$ cat config.mk
export PLATFORM = sky130hd
export DESIGN_NAME = uart_rx
export DESIGN_NICKNAME = d
export VERILOG_FILES = /design/src/rtl/uart_rx.sv
export SDC_FILE = /design/constraint.sdc
export NUM_CORES = 1
export LEC_CHECK = 0
export CORE_MARGIN = 4
export CORE_UTILIZATION = 52
export DETAILED_ROUTE_END_ITERATION = 10
export GPL_ROUTABILITY_DRIVEN = 0
export PLACE_DENSITY = 0.76
export SLEW_MARGIN = 15
export SYNTH_ARGS = -nofsm -noshare
export SYNTH_HDL_FRONTEND = slang
export SYNTH_SLANG_ARGS = --single-unit
$ cat constraint.sdc
create_clock -name clk -period 2 [get_ports clk]
set_clock_uncertainty 0.1 [all_clocks]
set_input_delay 0.3 -clock clk [delete_from_list [all_inputs] [get_ports clk]]
set_output_delay 0.3 -clock clk [all_outputs]
set_load 0.1 [all_outputs]
$ cat src/rtl/uart_rx.sv
// uart_rx: 8N1 UART receiver (start bit, 8 data bits LSB first, stop bit).
// Bit period is BAUD_COUNT+1 clk cycles; the start bit is qualified at its
// middle, and every later bit is sampled one bit period after the previous one.
// Optional build macro: UART_RX_MAJORITY_EN -- each sample becomes a 2-of-3
// vote over three consecutive synchronized samples centred on the mid-bit point.
// The decision is taken one cycle later. Requires BAUD_COUNT >= 4.
module uart_rx #(
  parameter int BAUD_COUNT      = 5207,
  parameter int HALF_BAUD_COUNT = BAUD_COUNT / 2
) (
  input  logic       clk,
  input  logic       RST,
  input  logic       RX_LINE,
  output logic [7:0] DATA,
  output logic       DATA_VALID,
  output logic       FRAME_ERR,
  output logic       BUSY
);

  typedef enum logic [1:0] {
    S_IDLE,
    S_START,
    S_DATA,
    S_STOP
  } state_t;

  // Data and stop bits are decided when the counter reaches the full bit count.
  // The start-bit decision point moves one cycle later when majority voting is
  // enabled. That shifts the counter phase for the whole frame by one cycle, so
  // the three-sample window still straddles the true mid-bit point.
  localparam logic [15:0] BIT_END = 16'(BAUD_COUNT);
`ifdef UART_RX_MAJORITY_EN
  localparam logic [15:0] START_POINT = 16'(HALF_BAUD_COUNT + 1);
`else
  localparam logic [15:0] START_POINT = 16'(HALF_BAUD_COUNT);
`endif

  logic        rx_meta_reg;
  logic        rx_s_reg;
  logic        rx_d_reg;
`ifdef UART_RX_MAJORITY_EN
  logic        rx_d2_reg;
`endif
  logic        falling_edge;
  logic        sample_bit;

  state_t      state_reg,   state_next;
  logic [15:0] counter_reg, counter_next;
  logic [2:0]  index_reg,   index_next;
  logic [7:0]  shift_reg,   shift_next;
  logic [7:0]  data_reg,    data_next;
  logic        valid_reg,   valid_next;
  logic        ferr_reg,    ferr_next;

  // Synchronize the asynchronous line and keep history for edge detection and voting.
  always_ff @(posedge clk or posedge RST) begin
    if (RST) begin
      rx_meta_reg <= 1'b1;
      rx_s_reg    <= 1'b1;
      rx_d_reg    <= 1'b1;
`ifdef UART_RX_MAJORITY_EN
      rx_d2_reg   <= 1'b1;
`endif
    end else begin
      rx_meta_reg <= RX_LINE;
      rx_s_reg    <= rx_meta_reg;
      rx_d_reg    <= rx_s_reg;
`ifdef UART_RX_MAJORITY_EN
      rx_d2_reg   <= rx_d_reg;
`endif
    end
  end

  // A falling edge needs a high history bit. A line stuck low after a break
  // therefore cannot retrigger until it has returned high.
  assign falling_edge = rx_d_reg & ~rx_s_reg;

`ifdef UART_RX_MAJORITY_EN
  assign sample_bit = (rx_d2_reg & rx_d_reg) | (rx_d2_reg & rx_s_reg) | (rx_d_reg & rx_s_reg);
`else
  assign sample_bit = rx_s_reg;
`endif

  // Receiver state, counters and output registers.
  always_ff @(posedge clk or posedge RST) begin
    if (RST) begin
      state_reg   <= S_IDLE;
      counter_reg <= 16'd0;
      index_reg   <= 3'd0;
      shift_reg   <= 8'h00;
      data_reg    <= 8'h00;
      valid_reg   <= 1'b0;
      ferr_reg    <= 1'b0;
    end else begin
      state_reg   <= state_next;
      counter_reg <= counter_next;
      index_reg   <= index_next;
      shift_reg   <= shift_next;
      data_reg    <= data_next;
      valid_reg   <= valid_next;
      ferr_reg    <= ferr_next;
    end
  end

  // Next-state logic: count within the current bit, and act at each sample point.
  always_comb begin
    state_next   = state_reg;
    counter_next = counter_reg + 16'd1;
    index_next   = index_reg;
    shift_next   = shift_reg;
    data_next    = data_reg;
    valid_next   = 1'b0;
    ferr_next    = 1'b0;

    case (state_reg)
      S_IDLE: begin
        counter_next = 16'd0;
        index_next   = 3'd0;
        if (falling_edge) begin
          state_next = S_START;
        end
      end

      S_START: begin
        if (counter_reg == START_POINT) begin
          counter_next = 16'd0;
          index_next   = 3'd0;
          // A line that is high again at mid-start was a glitch; drop it silently.
          state_next   = sample_bit ? S_IDLE : S_DATA;
        end
      end

      S_DATA: begin
        if (counter_reg == BIT_END) begin
          counter_next          = 16'd0;
          shift_next[index_reg] = sample_bit;
          if (index_reg == 3'd7) begin
            index_next = 3'd0;
            state_next = S_STOP;
          end else begin
            index_next = index_reg + 3'd1;
          end
        end
      end

      S_STOP: begin
        if (counter_reg == BIT_END) begin
          counter_next = 16'd0;
          state_next   = S_IDLE;
          if (sample_bit) begin
            data_next  = shift_reg;
            valid_next = 1'b1;
          end else begin
            ferr_next  = 1'b1;
          end
        end
      end

      default: begin
        state_next   = S_IDLE;
        counter_next = 16'd0;
        index_next   = 3'd0;
      end
    endcase
  end

  assign DATA       = data_reg;
  assign DATA_VALID = valid_reg;
  assign FRAME_ERR  = ferr_reg;
  assign BUSY       = (state_reg != S_IDLE);

endmodule

=== Yosys cells after proc, flatten, opt, wreduce, memory -nomap -nowiden ===
Index checks and enable logic that the tools add are counted.

* Reductions and logical operators: 9
* Add/subtract/negate cells: 2
* Bitwise operators: 2
* Equal/unequal tests: 11
* Muxes and demuxes: 23
* Order comparisons: 2

{| class="wikitable"
|+ Operator list
! kind !! count
|-
| one-hot mux 16 bit (3 select lines) || 1
|-
| 2-to-1 mux 16 bit || 2
|-
| adder 16 x 1 -> 16 bit (second input constant) || 1
|-
| equality test 16 x 12 -> 1 bit (second input constant) || 1
|-
| equality test 16 x 13 -> 1 bit (second input constant) || 1
|-
| 2-to-1 mux 2 bit || 6
|-
| != test 2 bit (second input constant) || 5
|-
| 2-to-1 mux 3 bit || 3
|-
| one-hot mux 3 bit (3 select lines) || 1
|-
| bitwise mux 8 bit || 1
|-
| one-hot mux 2 bit (4 select lines) || 1
|-
| 2-to-1 mux 1 bit || 7
|-
| AND reduction 3 bit || 2
|-
| AND reduction 5 bit || 1
|-
| equality test 2 bit (second input constant) || 2
|-
| < comparator 3 x 4 -> 1 bit (second input constant) || 1
|-
| adder 3 x 1 -> 3 bit (second input constant) || 1
|-
| demux 1 bit (select 3 bit) || 1
|-
| equality test 3 bit (second input constant) || 1
|-
| greater-or-equal comparator 3 x 1 -> 1 bit (second input constant) || 1
|-
| nonzero test 3 bit || 1
|-
| equality test 2 x 1 -> 1 bit (second input constant) || 1
|-
| logical NOT 2 bit || 1
|-
| AND reduction 2 bit || 1
|-
| 5 further kinds || 5
|}

* Input bits: 3
* Word-level logic and storage cells: 59
* Output and inout port bits: 11
* Flip-flop bits (word level): 42

=== Longest topological paths before layout ===
Gate-level depths: netlist of the first run.

* Depth in word-level cells: 5
* Mapped depth: 7
* Mapped depth without buffers: 5

=== Least setup slack after synthesis of the first run ===
OpenSTA, ideal clock, no wires.

* Path type: register -> register
* Start: register counter_reg[0]
* End: register shift_reg[2]
* Setup time: 0.128 ns
* Slack: 0.117 ns
* Required time: 1.772 ns
* Stages on the path, launching flop included: 6
* Buffers on the path: 0
* Clock period less this slack: 1.883 ns
* Data arrival time: 1.655 ns
* Cell sequence: dfrtp_1 ha_1 nor4b_4 nand4_2 nor4b_2 mux2_1

* Cells in the longest elaborated chain, start to end: 2

{| class="wikitable"
|+ Ends and longest elaborated chain
! what !! RTL line !! RTL
|-
| from (decl) || 48 || <nowiki>logic [15:0] counter_reg, counter_next;</nowiki>
|-
| from (signal assigned) || 96 || <nowiki>counter_reg <= counter_next;</nowiki>
|-
| equality test 16 x 13 -> 1 bit || 134 || <nowiki>if (counter_reg == BIT_END) begin</nowiki>
|-
| AND reduction 2 bit (no line) || n/a ||
|-
| to (signal assigned) || 98 || <nowiki>shift_reg <= shift_next;</nowiki>
|-
| to (decl) || 50 || <nowiki>logic [7:0] shift_reg, shift_next;</nowiki>
|}

No other way between the ends.
A chain may end at the register's enable or synchronous reset.

=== Worst setup path after layout of the first run ===
* Start: register counter_reg[0]
* End: register shift_reg[3]

The elaborated chain is that of the path after synthesis.

==> impl_metrics.ini, run 1 <==
[outcome]
outcome = finished clean

[critical_path]
crit_path_cell_trace = ha_2 > nor4b_4 > buf_4 > and4_1 > buf_6 > nand4_1 > mux2_4
max_stage_delay_ps = 400
timing.rr.start = counter_reg[0]$_DFF_PP0_
cp-start-kind = register
crit_family = simple AND/OR/NAND/NOR gates
critPathMaxFanout = 6
cp.arrival_ps = 2080
cp-end-kind = register
r2r-end = shift_reg[3]$_DFFE_PP0P_
rrSetupSlack_ps = 6
crit_start = counter_reg[0]$_DFF_PP0_
timing.setup.critical_path_class = reg2reg
crit_slowest_cell = dfrtp_1
r2r_cells = 7
cp.required_ps = 2090
cp_num_buf_inv = 2

[sta]
finalMaxSlewViolations = 0
layout_setup_ws_ps = 6.33
slew_headroom_pct = 65.1
setup_viol = 0
worst_pin_slew_ps = 524
period_minus_slack_ps = 1990
period_share_pct = 99.7
final_hold_viol_count = 0
rsz0062_at_grt = true
fmax_ghz = 0.502

[floorplan]
die_w_um = 72.4
coreArea_um2 = 4000
rows = 23
start_util_pct = 53.9
die_area_um2 = 5240
die_h_um = 72.4
ios = 14

[clock_network]
htree_levels = 2
clk_pin_slew_ps = 80
cts_hold_buf = 0
root_buffer = clkbuf_8
clock-sinks = 42
clk-insertion-delay-late_ps = 300
cts_max_path_buffers = 2
tritoncts = yes
cts_buffers = 5

[final_layout]
fin_nets = 226
drive_above_1_share_pct = 35.7
seqCellArea_um2 = 1050
area_growth_pct = 19.3
multi_input_area_um2 = 1020
largest_reg_flops = 16
num_antenna_cells = 0
num-fill-cells = 293
layoutNonFillerInstCount = 271

[drt]
met1Wirelength_um = 1990
wl_met2_um = 2280
remaining_drc_errors = 0
dr.pass1.iters = 4
routed_wl_um = 4530
routedWlPerCell_um = 16.7
wl_met3_um = 193
antenna_left = 0
top_layer_used = met4
drt_iter0_markers = 87
vias = 1562
via_per_inst = 5.76

[placed_design]
dp_cells = 256
place_ws_ps = -13.3
post-dp-hpwl_um = 3030
portBuffers = 13

[hold_path]
hold_depth = 0
hp-class = reg2reg
whs_endpoint = rx_s_reg$_DFF_PP1_
worstHoldStart = rx_meta_reg$_DFF_PP1_

[grt]
antenna_found_initial = 0
grt_overflow_total = 0
grt_pass1_wl_um = 7330
grt_max_degree = 43
track_usage_pct = 18.1
grt_pass1_vias = 1512

[yosys]
yosysSeqAreaShare_pct = 48.9
synth_fp_nets = 193
synthDistinctLibCells = 50
syn_area_um2 = 2160
ys_seq_elements = 42
synth_top_cell_by_area = dfrtp_1
yosysWarnings = 0
netlist_top_cells_count = dfrtp_1 (39), nor2_1 (19), mux2_2 (13), nand2_1 (11), nand3_1 (9)
yosys_most_used_dff = dfrtp_1
synth_area_leaders = dfrtp_1 (45%), mux2_2 (6.8%), dfstp_2 (3.7%)
yosysMostFrequentCell = dfrtp_1
async_flop_share_pct = 100
synthCells = 187
avgSynthCellArea_um2 = 11.5
synth-edff-count = 0
synth_top_area_share_pct = 45.2

[pwr]
max-vdd-ir-drop_v = 0.000488
p_per_area_nw_per_um2 = 803
finalPower_mw = 2.07
power.static_leakage_nw = 1.22

[run]
max-cap-violations = 0
==> cell type report <==
class / instances / share of cell area [%]
sequential: 42 / 41.0
multi-input combinational: 131 / 39.6
timing repair buffer: 37 / 12.1
clock buffer: 5 / 2.68
tap: 50 / 2.43
clock inverter: 3 / 1.70
inverter: 3 / 0.438
==> power breakdown <==
part | internal (mW) | switching, mW | total [mW]
Sequential | 0.906 | 0.0575 | 0.963
Clock | 0.374 | 0.315 | 0.689
Combinational | 0.210 | 0.204 | 0.414
Total | 1.49 | 0.576 | 2.07
==> repair_timing <==
item	CTS	global route
pin swaps	1	4
setup endpoints to repair	9	37
setup buffers	0	7
gates resized for setup	2	3
endpoints found under the hold margin	0	0
==> metal layers <==
| layer | up-vias | track usage (%) |
|---|---|---|
| li1 | 729 | - |
| met1 | 782 | 23.3 |
| met2 | 45 | 28.8 |
| met3 | 6 | 4.16 |
| met4 | 0 | 9.02 |
| met5 | - | 0 |
==> how the worst max path moves through the flow <==
stage                                to  slack [ps]  cells after the start
2_1_floorplan  shift_reg[2]$_DFFE_PP0P_         120                      5
3_3_place_gp   shift_reg[2]$_DFFE_PP0P_          80                      5
3_5_place_dp   shift_reg[2]$_DFFE_PP0P_         -10                      5
4_1_cts        shift_reg[5]$_DFFE_PP0P_          -2                      6
5_1_grt        shift_reg[3]$_DFFE_PP0P_         -50                      7
6_report       shift_reg[3]$_DFFE_PP0P_           6                      7
==> cells in the final DEF, fill, tap and decap left out, types with 3 or more instances in the layout <==
master     n
dfrtp_1   39
buf_4     32
nor2_1    19
nand2_1   11
nor2b_1    4
xor2_1     5
a21o_1     3
and3_2     3
inv_1      3
dfstp_2    3
xnor2_1    8
mux2_2    11
mux2_4     4
nand3_1    9
nand4_1    5
clkbuf_8   5
nor4_1     4
o22ai_1    3
==> metrics by stage <==
step                setup TNS, ps  hold WS [ps]  area [um2]  utilization (%)
finish                          0           259        2570             64.3
global route                -75.4           269        2570             64.3
CTS                         -2.33           260        2500             62.4
detailed placement          -16.9           247        2370             59.3
global placement                0           246        2370             59.3
floorplan                       0           204        2160                -
==> kinds of logic (layout without fill, tap and decap cells) <==
| logic type | count (synthesis) | count (layout) | synth area share [%] |
|---|---|---|---|
| flip-flops | 42 | 42 | 48.9 |
| buffers and inverters | 14 | 48 | 4.70 |
| multiplexers | 16 | 16 | 8.70 |
| adder cells (fa/ha/maj) | 3 | 3 | 1.74 |
| XOR/XNOR | 13 | 13 | 5.28 |
| AND/OR/NAND/NOR | 86 | 86 | 25.9 |
| AO/OA/AOI/OAI | 13 | 13 | 4.81 |
No activity file was read; power rests on OpenSTA's default activity.
==> run 2, diff against run 1 <==
--- a/config.mk
+++ b/config.mk
@@ -10,7 +10,7 @@
 export DETAILED_ROUTE_END_ITERATION = 10
 export GPL_ROUTABILITY_DRIVEN = 0
 export PLACE_DENSITY = 0.76
-export SLEW_MARGIN = 15
+export SLEW_MARGIN = 20
 export SYNTH_ARGS = -nofsm -noshare
 export SYNTH_HDL_FRONTEND = slang
 export SYNTH_SLANG_ARGS = --single-unit
==> results of run 2 <==
Same layout as run 1: the final DEF is identical, and so are final timing and power.
